`config.mk`:
```
export PLATFORM = sky130hd
export DESIGN_NAME = crc_calc_check
export DESIGN_NICKNAME = d
export VERILOG_FILES = /design/src/rtl/crc_pkg.sv /design/src/rtl/crc_calc_check.sv
export SDC_FILE = /design/constraint.sdc
export NUM_CORES = 1
export LEC_CHECK = 0
export BUFFER_PORTS_ARGS = -buffer_cell sky130_fd_sc_hd__buf_2
export CORE_AREA = 10 10 84 86
export CTS_BUF_LIST = sky130_fd_sc_hd__clkbuf_16
export DETAILED_ROUTE_END_ITERATION = 8
export DIE_AREA = 0 0 94 96
export PLACE_DENSITY_LB_ADDON = 0.3
export SLEW_MARGIN = 20
export SYNTH_ARGS = -nofsm -noshare
export SYNTH_HDL_FRONTEND = slang
export SYNTH_SLANG_ARGS = --single-unit
```
`constraint.sdc`:
```
create_clock -name clk50m -period 2.3 [get_ports clk50m]
set_input_delay 0.345 -clock clk50m [delete_from_list [all_inputs] [get_ports clk50m]]
set_output_delay 0.345 -clock clk50m [all_outputs]
set_load 0.1 [all_outputs]
```
`src/rtl/crc_pkg.sv`:
```
// Shared CRC-16-CCITT definitions: widths, polynomial, seed, FSM states and the byte-wide update.
package crc_pkg;

    localparam int unsigned CRC_WIDTH = 16;
    localparam int unsigned CNT_WIDTH = 11;

    localparam logic [CRC_WIDTH-1:0] CRC_POLY = 16'h1021;
    localparam logic [CRC_WIDTH-1:0] CRC_INIT = 16'hFFFF;

    typedef enum logic [2:0] {
        IDLE   = 3'd0,
        ACCUM  = 3'd1,
        CHECK  = 3'd2,
        RESULT = 3'd3
    } state_e;

    // Fold one byte into the CRC, MSB first, no reflection.
    function automatic logic [CRC_WIDTH-1:0] crc16_byte(
        input logic [CRC_WIDTH-1:0] crc,
        input logic [7:0]           data,
        input logic [CRC_WIDTH-1:0] poly = CRC_POLY
    );
        logic [CRC_WIDTH-1:0] c;
        c = crc ^ {data, 8'h00};
        for (int i = 0; i < 8; i++) begin
            c = c[CRC_WIDTH-1] ? ((c << 1) ^ poly) : (c << 1);
        end
        return c;
    endfunction

endpackage

```
`src/rtl/crc_calc_check.sv`:
```
// Accumulates a CRC-16 over a block of bytes, then compares it and the byte count
// against the expected values and holds the verdict until the next start.
module crc_calc_check
    import crc_pkg::CRC_WIDTH;
    import crc_pkg::CNT_WIDTH;
    import crc_pkg::state_e;
    import crc_pkg::IDLE;
    import crc_pkg::ACCUM;
    import crc_pkg::CHECK;
    import crc_pkg::RESULT;
    import crc_pkg::crc16_byte;
#(
    parameter int unsigned          N_BYTES  = 1024,
    parameter logic [CRC_WIDTH-1:0] CRC_POLY = crc_pkg::CRC_POLY,
    parameter logic [CRC_WIDTH-1:0] CRC_INIT = crc_pkg::CRC_INIT
) (
    input  logic                 clk50m,
    input  logic                 rst_n,
    input  logic                 crc_start,
    input  logic                 crc_en,
    input  logic [7:0]           data_in,
    input  logic                 crc_rdy,
    input  logic [CRC_WIDTH-1:0] crc_expected,
    output logic [CRC_WIDTH-1:0] crc_value,
    output logic [CNT_WIDTH-1:0] byte_cnt,
    output logic                 busy,
    output logic                 result_valid,
    output logic                 crc_pass,
    output logic                 crc_fail,
    output logic                 len_err
);

    localparam logic [CNT_WIDTH-1:0] CNT_MAX    = {CNT_WIDTH{1'b1}};
    localparam logic [CNT_WIDTH-1:0] CNT_TARGET = CNT_WIDTH'(N_BYTES);

    state_e               state_q, state_d;
    logic [CRC_WIDTH-1:0] crc_q, crc_d;
    logic [CNT_WIDTH-1:0] cnt_q, cnt_d;
    logic                 busy_q, busy_d;
    logic                 valid_q, valid_d;
    logic                 pass_q, pass_d;
    logic                 fail_q, fail_d;
    logic                 len_err_q, len_err_d;
    logic                 crc_ok, len_ok;

    assign crc_ok = (crc_q == crc_expected);
    assign len_ok = (cnt_q == CNT_TARGET);

    always_ff @(posedge clk50m or negedge rst_n) begin
        if (!rst_n) begin
            state_q   <= IDLE;
            crc_q     <= CRC_INIT;
            cnt_q     <= '0;
            busy_q    <= 1'b0;
            valid_q   <= 1'b0;
            pass_q    <= 1'b0;
            fail_q    <= 1'b0;
            len_err_q <= 1'b0;
        end else begin
            state_q   <= state_d;
            crc_q     <= crc_d;
            cnt_q     <= cnt_d;
            busy_q    <= busy_d;
            valid_q   <= valid_d;
            pass_q    <= pass_d;
            fail_q    <= fail_d;
            len_err_q <= len_err_d;
        end
    end

    // Start overrides everything (including an abort mid-run); otherwise per-state behaviour.
    always_comb begin
        state_d   = state_q;
        crc_d     = crc_q;
        cnt_d     = cnt_q;
        valid_d   = valid_q;
        pass_d    = pass_q;
        fail_d    = fail_q;
        len_err_d = len_err_q;

        if (crc_start) begin
            state_d   = ACCUM;
            crc_d     = crc_en ? crc16_byte(CRC_INIT, data_in, CRC_POLY) : CRC_INIT;
            cnt_d     = crc_en ? CNT_WIDTH'(1) : '0;
            valid_d   = 1'b0;
            pass_d    = 1'b0;
            fail_d    = 1'b0;
            len_err_d = 1'b0;
        end else begin
            unique case (state_q)
                ACCUM: begin
                    if (crc_en) begin
                        crc_d = crc16_byte(crc_q, data_in, CRC_POLY);
                        cnt_d = (cnt_q == CNT_MAX) ? cnt_q : cnt_q + CNT_WIDTH'(1);
                    end
                    if (crc_rdy) begin
                        state_d = CHECK;
                    end
                end
                CHECK: begin
                    valid_d   = 1'b1;
                    pass_d    = crc_ok && len_ok;
                    fail_d    = !(crc_ok && len_ok);
                    len_err_d = !len_ok;
                    state_d   = RESULT;
                end
                IDLE, RESULT: begin
                    state_d = state_q;
                end
                default: begin
                    state_d = IDLE;
                end
            endcase
        end

        busy_d = (state_d == ACCUM) || (state_d == CHECK);
    end

    assign crc_value    = crc_q;
    assign byte_cnt     = cnt_q;
    assign busy         = busy_q;
    assign result_valid = valid_q;
    assign crc_pass     = pass_q;
    assign crc_fail     = fail_q;
    assign len_err      = len_err_q;

endmodule

```
Word level (Yosys, flattened, before mapping)
Index checks and enable logic that the tools add are counted.
{"block": "word_totals", "reg_bits": 35, "inputBits": 29, "output_inout_bits": 32}
{"block": "op_classes", "add_sub_neg": 1, "eq_ne": 9, "n_mux": 36, "bitwise": 18, "n_reduce_logical": 11}
{"operator": "$mux W13", "n": 16}
{"operator": "$mux W16", "n": 4}
{"operator": "$not A3 Y3", "n": 16}
{"operator": "$mux W11", "n": 4}
{"operator": "$eq A11 B11 Y1 const B", "n": 2}
{"operator": "$eq A16 B16 Y1", "n": 1}
{"operator": "$not A16 Y16", "n": 1}
{"operator": "$xor A16 B16 Y16", "n": 1}
{"operator": "$add A11 B1 Y11 const B", "n": 1}
{"operator": "$eq A3 B2 Y1 const B", "n": 3}
{"operator": "$mux W1", "n": 9}
{"operator": "$pmux W3 S3", "n": 1}
{"operator": "$eq A3 B1 Y1 const B", "n": 2}
{"operator": "$mux W3", "n": 2}
{"operator": "$reduce_bool A2 Y1", "n": 3}
{"operator": "$logic_not A3 Y1", "n": 1}
{"operator": "$reduce_and A3 Y1", "n": 1}
{"operator": "$logic_not A1 Y1", "n": 2}
{"operator": "$ne A2 B2 Y1 const B", "n": 1}
{"operator": "$reduce_and A2 Y1", "n": 1}
{"operator": "$reduce_or A2 Y1", "n": 1}
{"operator": "$logic_and A1 B1 Y1", "n": 1}
{"operator": "$logic_or A1 B1 Y1", "n": 1}

Longest topological paths before layout
Gate-level depths: netlist of run 1.
{"block": "depth", "depth_word": 20, "depth_mapped": 6, "ltp_nobuf": 5}

Worst setup path after synthesis of run 1
No wires, ideal clock.
{"block": "synth_path", "path_kind": "reg-to-reg", "from": "register cnt_q[1], in the netlist byte_cnt[1]", "to": "register cnt_q[3], in the netlist byte_cnt[3]", "setup_time_ps": 125, "arrival_ps": 2214, "t_required_ps": 2175, "setup_slack_ps": -39, "stages_incl_launch_ff": 6, "path_buffers": 0, "path_cell_list": "dfrtp_1 > ha_1 > inv_1 > nor3_1 > a21oi_1 > mux2_2"}
{"block": "synth_via", "elab_chain_cells": 5, "word_cells_on_any_way": 8, "classes_between": "add/sub: 1; eq/ne: 2; mux: 4; reduce/logical: 1"}
{"item": "start, declared", "line_no": "crc_calc_check.sv:38", "rtl": "logic [CNT_WIDTH-1:0] cnt_q, cnt_d;"}
{"item": "start signal, assigned", "line_no": "crc_calc_check.sv:62", "rtl": "cnt_q <= cnt_d;"}
{"item": "$add A11 B1 Y11", "line_no": "crc_calc_check.sv:94", "rtl": "cnt_d = (cnt_q == CNT_MAX) ? cnt_q : cnt_q + CNT_WIDTH'(1);"}
{"item": "$mux W11", "line_no": "crc_calc_check.sv:94"}
{"item": "$mux W11", "line_no": "crc_calc_check.sv:92", "rtl": "if (crc_en) begin"}
{"item": "$mux W11", "line_no": "crc_calc_check.sv:90", "rtl": "unique case (state_q)"}
{"item": "$mux W11", "line_no": "crc_calc_check.sv:81", "rtl": "if (crc_start) begin"}
Several ways; a longest one is shown, not always the timed one. The select of a mux whose other input is x is not followed.
A chain may end at the register's enable or synchronous reset.

Worst setup path after layout of run 1
{"block": "layout_path", "from": "register cnt_q[0], in the netlist byte_cnt[0]", "to": "register cnt_q[3], in the netlist byte_cnt[3]"}
Same word-level chain as after synthesis.

==> impl_metrics.yaml, run 1 <==
layout:
  layout.nets: 336
  diodes: 0
  syn2layout_area_growth_pct: 22.5
  drive_gt1_frac: 0.320
routing:
  ant_nets: 0
  drt-total-wl_um: 6620
  drtIter0Drc: 152
  vias: 2091
  viasPerCell: 5.53
  dr.pass1.iters: 5
  wl_per_cell_um: 17.5
  drc_errors: 0
yosys:
  yosysSeqAreaShare: 0.389
  netlist_area_um2: 2300
  synth_edf_count: 0
  synth_area_per_cell_um2: 9.25
  synth_flop_cell: "dfrtp_1"
  async_reset_ff_frac: 1.00
  ys_types: 52
  synth_fp_nets: 280
  yosys-top-cells-area: "dfrtp_1 21%, dfstp_2 18%, xnor2_1 8.8%"
  yosysWarnings: 0
  yosysTopAreaCell: "dfrtp_1"
  ys_ff_latch: 35
  synth_top_area_share: 0.207
  synth_commonest_cells: "23 x xnor2_1, 23 x xor2_1, 19 x dfrtp_1"
  syn_inst: 249
clock_network:
  clk_pin_slew_ns: 0.06
  hold_buffers: 0
  root_buffer: "clkbuf_16"
  post_cts_resized: 0
  cts_buffer_depth: 2
  cts_tree: "yes"
  postCtsSetupRepairBufs: 0
  clk_latency_ns: 0.28
  clock-sinks: 35
  cts_buffers: 5
  htreeDepth: 2
pwr:
  vdd_drop_max_mv: 0.359
  power_leakage_nw: 1.19
  totalPowerFinal_mw: 2.27
  power_density_nw_per_um2: 804
placement:
  port_buffers: 60
  detailedPlace.worstSlack_ns: 0.372
  place_congestion: 0.807
  dp_hpwl_um: 4790
sta:
  period_minus_slack_ns: 1.85
  hold_ws_ns: 0.152
  setup_violations: 0
  fin_setup_tns_ns: 0
  max_freq_mhz: 540
  maxSlewViolCount: 0
  rsz0062_at_grt: "no"
  fin_skew_ns: 0.00539
  hold_viol_final: 0
  max-slew-margin-rel: 0.469
  worst_pin_slew_ns: 0.796
  setup_ws_ns: 0.449
  post-route-period-util: 0.805
hold_path:
  hp-class: "in2async"
run:
  cap_violations: 0
setup_path:
  path_class: "reg2reg"
  critPathRequiredTime_ns: 2.46
  critPathArrivalTime_ns: 2.01
  crit_chain: "ha_1, inv_1, nor3_1, a21oi_1, mux2_2"
  crit_path_max_incr_delay_ns: 0.55
  start_kind: "flip-flop"
  cp-end-kind: "flip-flop"
  cp_max_fo: 7
  crit_family: "simple AND/OR/NAND/NOR gates"
  critical_path_buf_inv_count: 1
  crit_slowest_cell: "nor3_1"
die:
  row_count: 27
  die_w_um: 94
  start_util: 0.426
  dieArea_um2: 9020
  fp.dieH_um: 96
  core_um2: 5410
  pin_count: 61
global_route:
  grt.total_usage: 0.148
  gr-total-overflow: 0
  grt_pass1_wl_um: 10600
  grt_pass1_vias: 2041
  antenna_found_initial: 0
  grt_max_degree: 36
outcome:
  status: "finished, final reports clean"
## cell families after synthesis
logic type,count (synthesis),synth area share
other cells,1,0.00163
fa+ha+maj,2,0.0109
compound gates,65,0.198
mux,2,0.00924
flops,35,0.389
xor+xnor,46,0.175
buf+inv,26,0.0440
simple gates,72,0.172
## stage by stage
| step | instances | area, um^2 | utilization |
|---|---|---|---|
| after floorplan | 249 | 2300 | - |
| after global placement | 370 | 2680 | 0.497 |
| after detailed placement | 370 | 2680 | 0.497 |
| after CTS | 378 | 2820 | 0.522 |
| after global routing | 378 | 2820 | 0.522 |
| final | 378 | 2820 | 0.522 |
## registers in the layout, indices dropped and copies added, names as in the netlist
name          count
result_valid      1
byte_cnt         11
crc_pass          1
crc_value        16
state_q           3
len_err           1
busy              1
crc_fail          1
## area by class of cell
class / count / area [um^2]
Clock buffer: 5 / 125
Clock inverter: 3 / 11.3
Fill cell: 532 / 2580
Inverter: 10 / 37.5
Multi-Input combinational cell: 188 / 1320
Sequential cell: 35 / 898
Tap cell: 72 / 90.1
Timing Repair Buffer: 65 / 338
## worst register-to-register path: stages (launching register included)
cell and delay [ns]:
dfrtp_2 0.44, ha_1 0.24, inv_1 0.08, nor3_1 0.55, a21oi_1 0.15, mux2_2 0.29
## metal layers
layer,vias to the layer above,global-route usage,share of wire
met3,10,0.0420,0.065
met4,0,0.0582,0.019
met5,-,0,0
met1,994,0.188,0.43
li1,1030,-,-
met2,57,0.233,0.48
## final timing paths
path	from	endpoint	slack, ns	depth (start not counted)
max reg2reg	byte_cnt[0]	byte_cnt[3]	0.45	5
max	byte_cnt[0]	byte_cnt[3]	0.45	5
min reg2reg	result_valid	result_valid	0.49	2
min	rst_n	byte_cnt[10]	0.15	1
max in group asynchronous	rst_n	byte_cnt[1]	1.59	1
min in group clk50m	crc_rdy	state_q[1]	0.40	3
## cell usage in the layout (no fill, tap or decap), types with 5 or more instances in the layout
cell type	n
nand3_1	6
dfstp_2	16
nor2_1	17
o21ai_0	7
a21oi_1	17
xnor2_1	23
nor4_1	6
inv_1	13
nor3_1	12
nand2_1	14
dfrtp_1	17
xor2_1	23
buf_4	5
buf_2	60
clkbuf_16	5
## report_power, final
part	internal, mW	switching, mW	total (mW)
Clock	0.389	0.242	0.631
Sequential	0.700	0.0929	0.793
Combinational	0.239	0.604	0.843
Total	1.33	0.939	2.27
Note: power is estimated with default switching activity, not from simulation.
==> inputs of run 2 (changes only) <==
clock period = 1.66 ns   (was 2.3 ns; I/O delays follow)
==> run 2 against run 1 <==
Effect of this change:
- total power rose by 48%
- final area increased by 14%
- clock skew up 0.00079 ns
- clock power grew 41%
- sequential share of layout area shrank 1.8 points
- flip-flop and latch count stayed put
- critical path type is now reg2out
- largest cell class unchanged
==> impl_metrics.yaml, run 2 (synthesized netlist as in run 1, its figures left out) <==
outcome:
  status: "finished, final reports clean"
global_route:
  antenna_found_initial: 0
  grt_max_degree: 25
  grt_pass1_wl_um: 11300
  gr-total-overflow: 0
  grt_pass1_vias: 2227
  grt.total_usage: 0.156
pwr:
  internal_power_mw: 2.00
  combPwrFrac: 0.401
  p_sw_frac: 0.403
  power_density_nw_per_um2: 1040
  power_leakage_nw: 1.32
  pwr-share-seq: 0.334
  vdd_drop_max_mv: 0.437
  clkPwrFrac: 0.266
  switching_power_mw: 1.35
routing:
  drc_errors: 0
  wl_per_cell_um: 17.4
  dr.pass1.iters: 4
  vias: 2183
  drtIter0Drc: 176
  viasPerCell: 5.53
  ant_nets: 0
  drt-total-wl_um: 6890
die:
  dieArea_um2: 9020
  row_count: 27
  fp.dieH_um: 96
  start_util: 0.426
  core_um2: 5410
  die_w_um: 94
  pin_count: 61
clock_network:
  cts_buffers: 5
  htreeDepth: 2
  root_buffer: "clkbuf_16"
  clock-sinks: 35
  cts_buffer_depth: 2
  cts_tree: "yes"
  clk_latency_ns: 0.28
  clk_pin_slew_ns: 0.06
setup_path:
  critPathRequiredTime_ns: 1.41
  start_kind: "flip-flop"
  path_class: "reg2out"
  cp_max_fo: 3
  r2r_slack_ns: 0.04
  cp-end-kind: "output port"
  critPathArrivalTime_ns: 1.37
sta:
  fin_setup_tns_ns: 0
  hold_viol_final: 0
  rsz0062_at_grt: "yes"
  hold_ws_ns: 0.306
  fin_skew_ns: 0.00618
  max_freq_mhz: 617
  max-slew-margin-rel: 0.656
  post-route-period-util: 0.976
  period_minus_slack_ns: 1.62
  setup_violations: 0
  maxSlewViolCount: 0
  worst_pin_slew_ns: 0.515
layout:
  final_cell_mix: "53 x buf_2, 21 x xnor2_1, 21 x xor2_1, 21 x buf_4, 16 x nor2_1"
  layout.nets: 353
  diodes: 0
  nFillCells: 476
  drive_gt1_frac: 0.430
  register_area_um2: 963
  final_util: 0.594
  final_area_um2: 3210
  multi_input_area_um2: 1420
  syn2layout_area_growth_pct: 39.3
  final_common_cell: "buf_2"
  largest_reg_flops: 16
placement:
  port_buffers: 60
  dpl-instance-area_um2: 2970
  dp_hpwl_um: 5080
  place_congestion: 0.864
hold_path:
  hp-class: "in2reg"
run:
  cap_violations: 0
-- run 2: changes by cell type in the layout (fill, tap and decap cells not counted), moves of 3 or more --
cell,before,now
buf_4,5,21
dfrtp_1,17,8
dfstp_2,16,7
dfstp_4,0,9
dfrtp_4,0,8
buf_2,60,53
buf_12,0,6
inv_1,13,10
-- run 2: power groups by stage --
stage / clock network, mW / registers (mW) / logic [mW]
floorplan: 0 / 1.58 / 0.528
global placement: 0 / 1.13 / 1.29
detailed placement: 0 / 1.14 / 1.30
CTS: 0.905 / 1.12 / 1.31
global route: 0.953 / 1.13 / 1.42
finish: 0.890 / 1.12 / 1.34
-- run 2: per-layer routing --
metal	global-route usage	vias up	wire [um]
met4	0.0443	0	88
li1	-	1054	-
met2	0.251	79	3210
met1	0.198	1043	3000
met3	0.0475	7	593
met5	0	-	0
-- run 2: what timing repair did --
action | CTS | global route
setup endpoints to repair | 2 | 8
buffers inserted | 1 | 3
resized for setup | 1 | 10
hold endpoints to repair | 19 | 0
hold buffers | 1 | 0
pin swaps | 1 | 5
-- run 2: final timing paths --
check	depth (start not counted)	endpoint	start
worst min-delay path	3	crc_value[9]	data_in[4]
worst max-delay path	2	crc_value[1]	crc_value[1]
worst min register to register	2	result_valid	result_valid
max in group asynchronous	3	crc_value[4]	rst_n
worst max register to register	5	byte_cnt[8]	state_q[2]
min in group asynchronous	2	busy	rst_n
-- run 2: area by class of cell --
class                           count  share of cell area
Multi-Input combinational cell    188               0.441
Clock buffer                        5              0.0390
Clock inverter                      3             0.00390
Sequential cell                    35               0.300
Timing Repair Buffer               82               0.176
Tap cell                           72              0.0281
Inverter                           10              0.0117
-- run 2: stage by stage --
| stage | instances | setup slack, ns | power (mW) |
|---|---|---|---|
| floorplan | 249 | -0.0855 | 2.11 |
| global placement | 382 | 0.0634 | 2.43 |
| detailed placement | 382 | 0.00959 | 2.43 |
| CTS | 392 | 0.00128 | 3.34 |
| global route | 395 | -0.0298 | 3.50 |
| finish | 395 | 0.0397 | 3.35 |
-- run 2: worst max-delay path, stage by stage, from the launching register on --
cell and delay (ns):
dfstp_2 0.54, buf_4 0.12, buf_2 0.42
==> inputs of run 3 (changes only) <==
BUFFER_PORTS_ARGS = default   (was -buffer_cell sky130_fd_sc_hd__buf_2)
CELL_PAD_IN_SITES_DETAIL_PLACEMENT = 1   (was default)
CELL_PAD_IN_SITES_GLOBAL_PLACEMENT = 1   (was default)
CORE_AREA = 10 10 85 87   (was 10 10 84 86)
DIE_AREA = 0 0 95 97   (was 0 0 94 96)
DONT_BUFFER_PORTS = 1   (was default)
==> run 3 against run 2 <==
Effect of this change:
- first-iteration DRC count fell by 25%
- final area fell by 3.8%
- combinational power fell by 5%
- critical path type is now reg2reg
==> impl_metrics.yaml, run 3 (synthesized netlist as in run 1, its figures left out) <==
outcome:
  status: "finished, final reports clean"
die:
  dieArea_um2: 9220
  start_util: 0.421
  pin_count: 61
  row_count: 27
  core_um2: 5470
  die_w_um: 95
  fp.dieH_um: 97
setup_path:
  cp-end-kind: "flip-flop"
  start_kind: "flip-flop"
  critPathArrivalTime_ns: 1.87
  cp_max_fo: 22
  r2r_slack_ns: 0.01
  path_class: "reg2reg"
  critPathRequiredTime_ns: 1.88
global_route:
  grt_max_degree: 44
  grt_pass1_wl_um: 12400
  antenna_found_initial: 0
  gr-total-overflow: 0
  grt.total_usage: 0.168
  grt_pass1_vias: 2321
sta:
  hold_viol_final: 0
  rsz0062_at_grt: "yes"
  setup_ws_ns: 0.0106
  period_minus_slack_ns: 1.65
  fin_skew_ns: 0.00475
  maxSlewViolCount: 0
  fin_setup_tns_ns: 0
  setup_violations: 0
  post-route-period-util: 0.994
  max_freq_mhz: 606
run:
  cap_violations: 0
placement:
  dp_hpwl_um: 5620
  detailedPlace.worstSlack_ns: -0.0333
  dpl.cell_count: 351
  port_buffers: 0
  place_congestion: 0.823
layout:
  diodes: 0
  final_cell_mix: "53 x buf_4, 23 x xor2_1, 20 x xnor2_1"
  drive_gt1_frac: 0.387
  multi_input_area_um2: 1420
  syn2layout_area_growth_pct: 34.1
  register_area_um2: 965
  final_cells: 369
  largest_reg_flops: 16
  final_common_cell: "buf_4"
  nFillCells: 624
  layout.nets: 327
clock_network:
  cts_tree: "yes"
  clk_pin_slew_ns: 0.06
  root_buffer: "clkbuf_16"
  clk_latency_ns: 0.28
  cts_buffer_depth: 2
  cts_buffers: 5
  htreeDepth: 2
  clock-sinks: 35
routing:
  viasPerCell: 5.96
  vias: 2198
  drt-total-wl_um: 8060
  drc_errors: 0
  wl_per_cell_um: 21.9
  dr.pass1.iters: 4
  ant_nets: 0
  drtIter0Drc: 132
pwr:
  vdd_drop_max_mv: 0.520
  power_density_nw_per_um2: 1060
  power_leakage_nw: 1.21
hold_path:
  hp-class: "in2reg"
## run 3: cell count changes in the layout (fill, tap and decap cells not counted), moves of 2 or more
cell	delta
buf_2	-53
buf_12	-5
xor2_1	+2
buf_4	+32
xor2_2	-2
## run 3: power by group
part           switching [mW]  leakage, nW  internal (mW)
Sequential              0.131        0.403          0.992
Clock                   0.353       0.0701          0.540
Combinational           0.852        0.736          0.413
## run 3: through the flow
step	hold slack, ns	util	power (mW)	instance area [um^2]
final	0.0254	0.564	3.28	3090
after global routing	0.0265	0.564	3.41	3090
after CTS	0.0260	0.551	3.26	3010
after detailed placement	-0.0453	0.511	2.32	2800
after global placement	-0.0452	0.511	2.29	2800
after floorplan	-0.0466	-	2.11	2450
## run 3: cell type report
| cell class | count | area share |
|---|---|---|
| well taps | 72 | 0.0292 |
| inverters | 10 | 0.0122 |
| multi-input cells | 188 | 0.460 |
| clock buffers | 5 | 0.0405 |
| flip-flops and latches | 35 | 0.313 |
| repair buffers | 56 | 0.142 |
| clock inverters | 3 | 0.00365 |
## run 3: worst paths after layout
check / start / to / depth (start not counted)
max in group asynchronous: rst_n / crc_value[6] / 2
max reg2reg: state_q[0] / crc_value[2] / 6
min reg2reg: result_valid / result_valid / 2
min in group asynchronous: rst_n / byte_cnt[8] / 2
max: state_q[0] / crc_value[2] / 6
min: crc_en / crc_value[11] / 1
## run 3: critical path: stages, from the launching register on
cell and delay, ns:
dfrtp_1 0.47, nor4bb_4 0.24, buf_4 0.18, buf_6 0.21, nor2_1 0.07, a31oi_1 0.20
o32a_1 0.21
## run 3: what timing repair did
action / in CTS / in global routing
endpoints found under the hold margin: 35 / 0
endpoints found under the setup margin: 8 / 19
setup buffers: 4 / 4
resized for setup: 4 / 10
hold buffers: 2 / 0
pin swaps: 5 / 6
## run 3: routing by layer
layer / wire [um] / global-route usage / up-vias
met1: 3460 / 0.211 / 1103
met5: 0 / 0 / -
met4: 148 / 0.0629 / 0
met2: 3760 / 0.252 / 84
met3: 696 / 0.0671 / 14
li1: - / - / 997
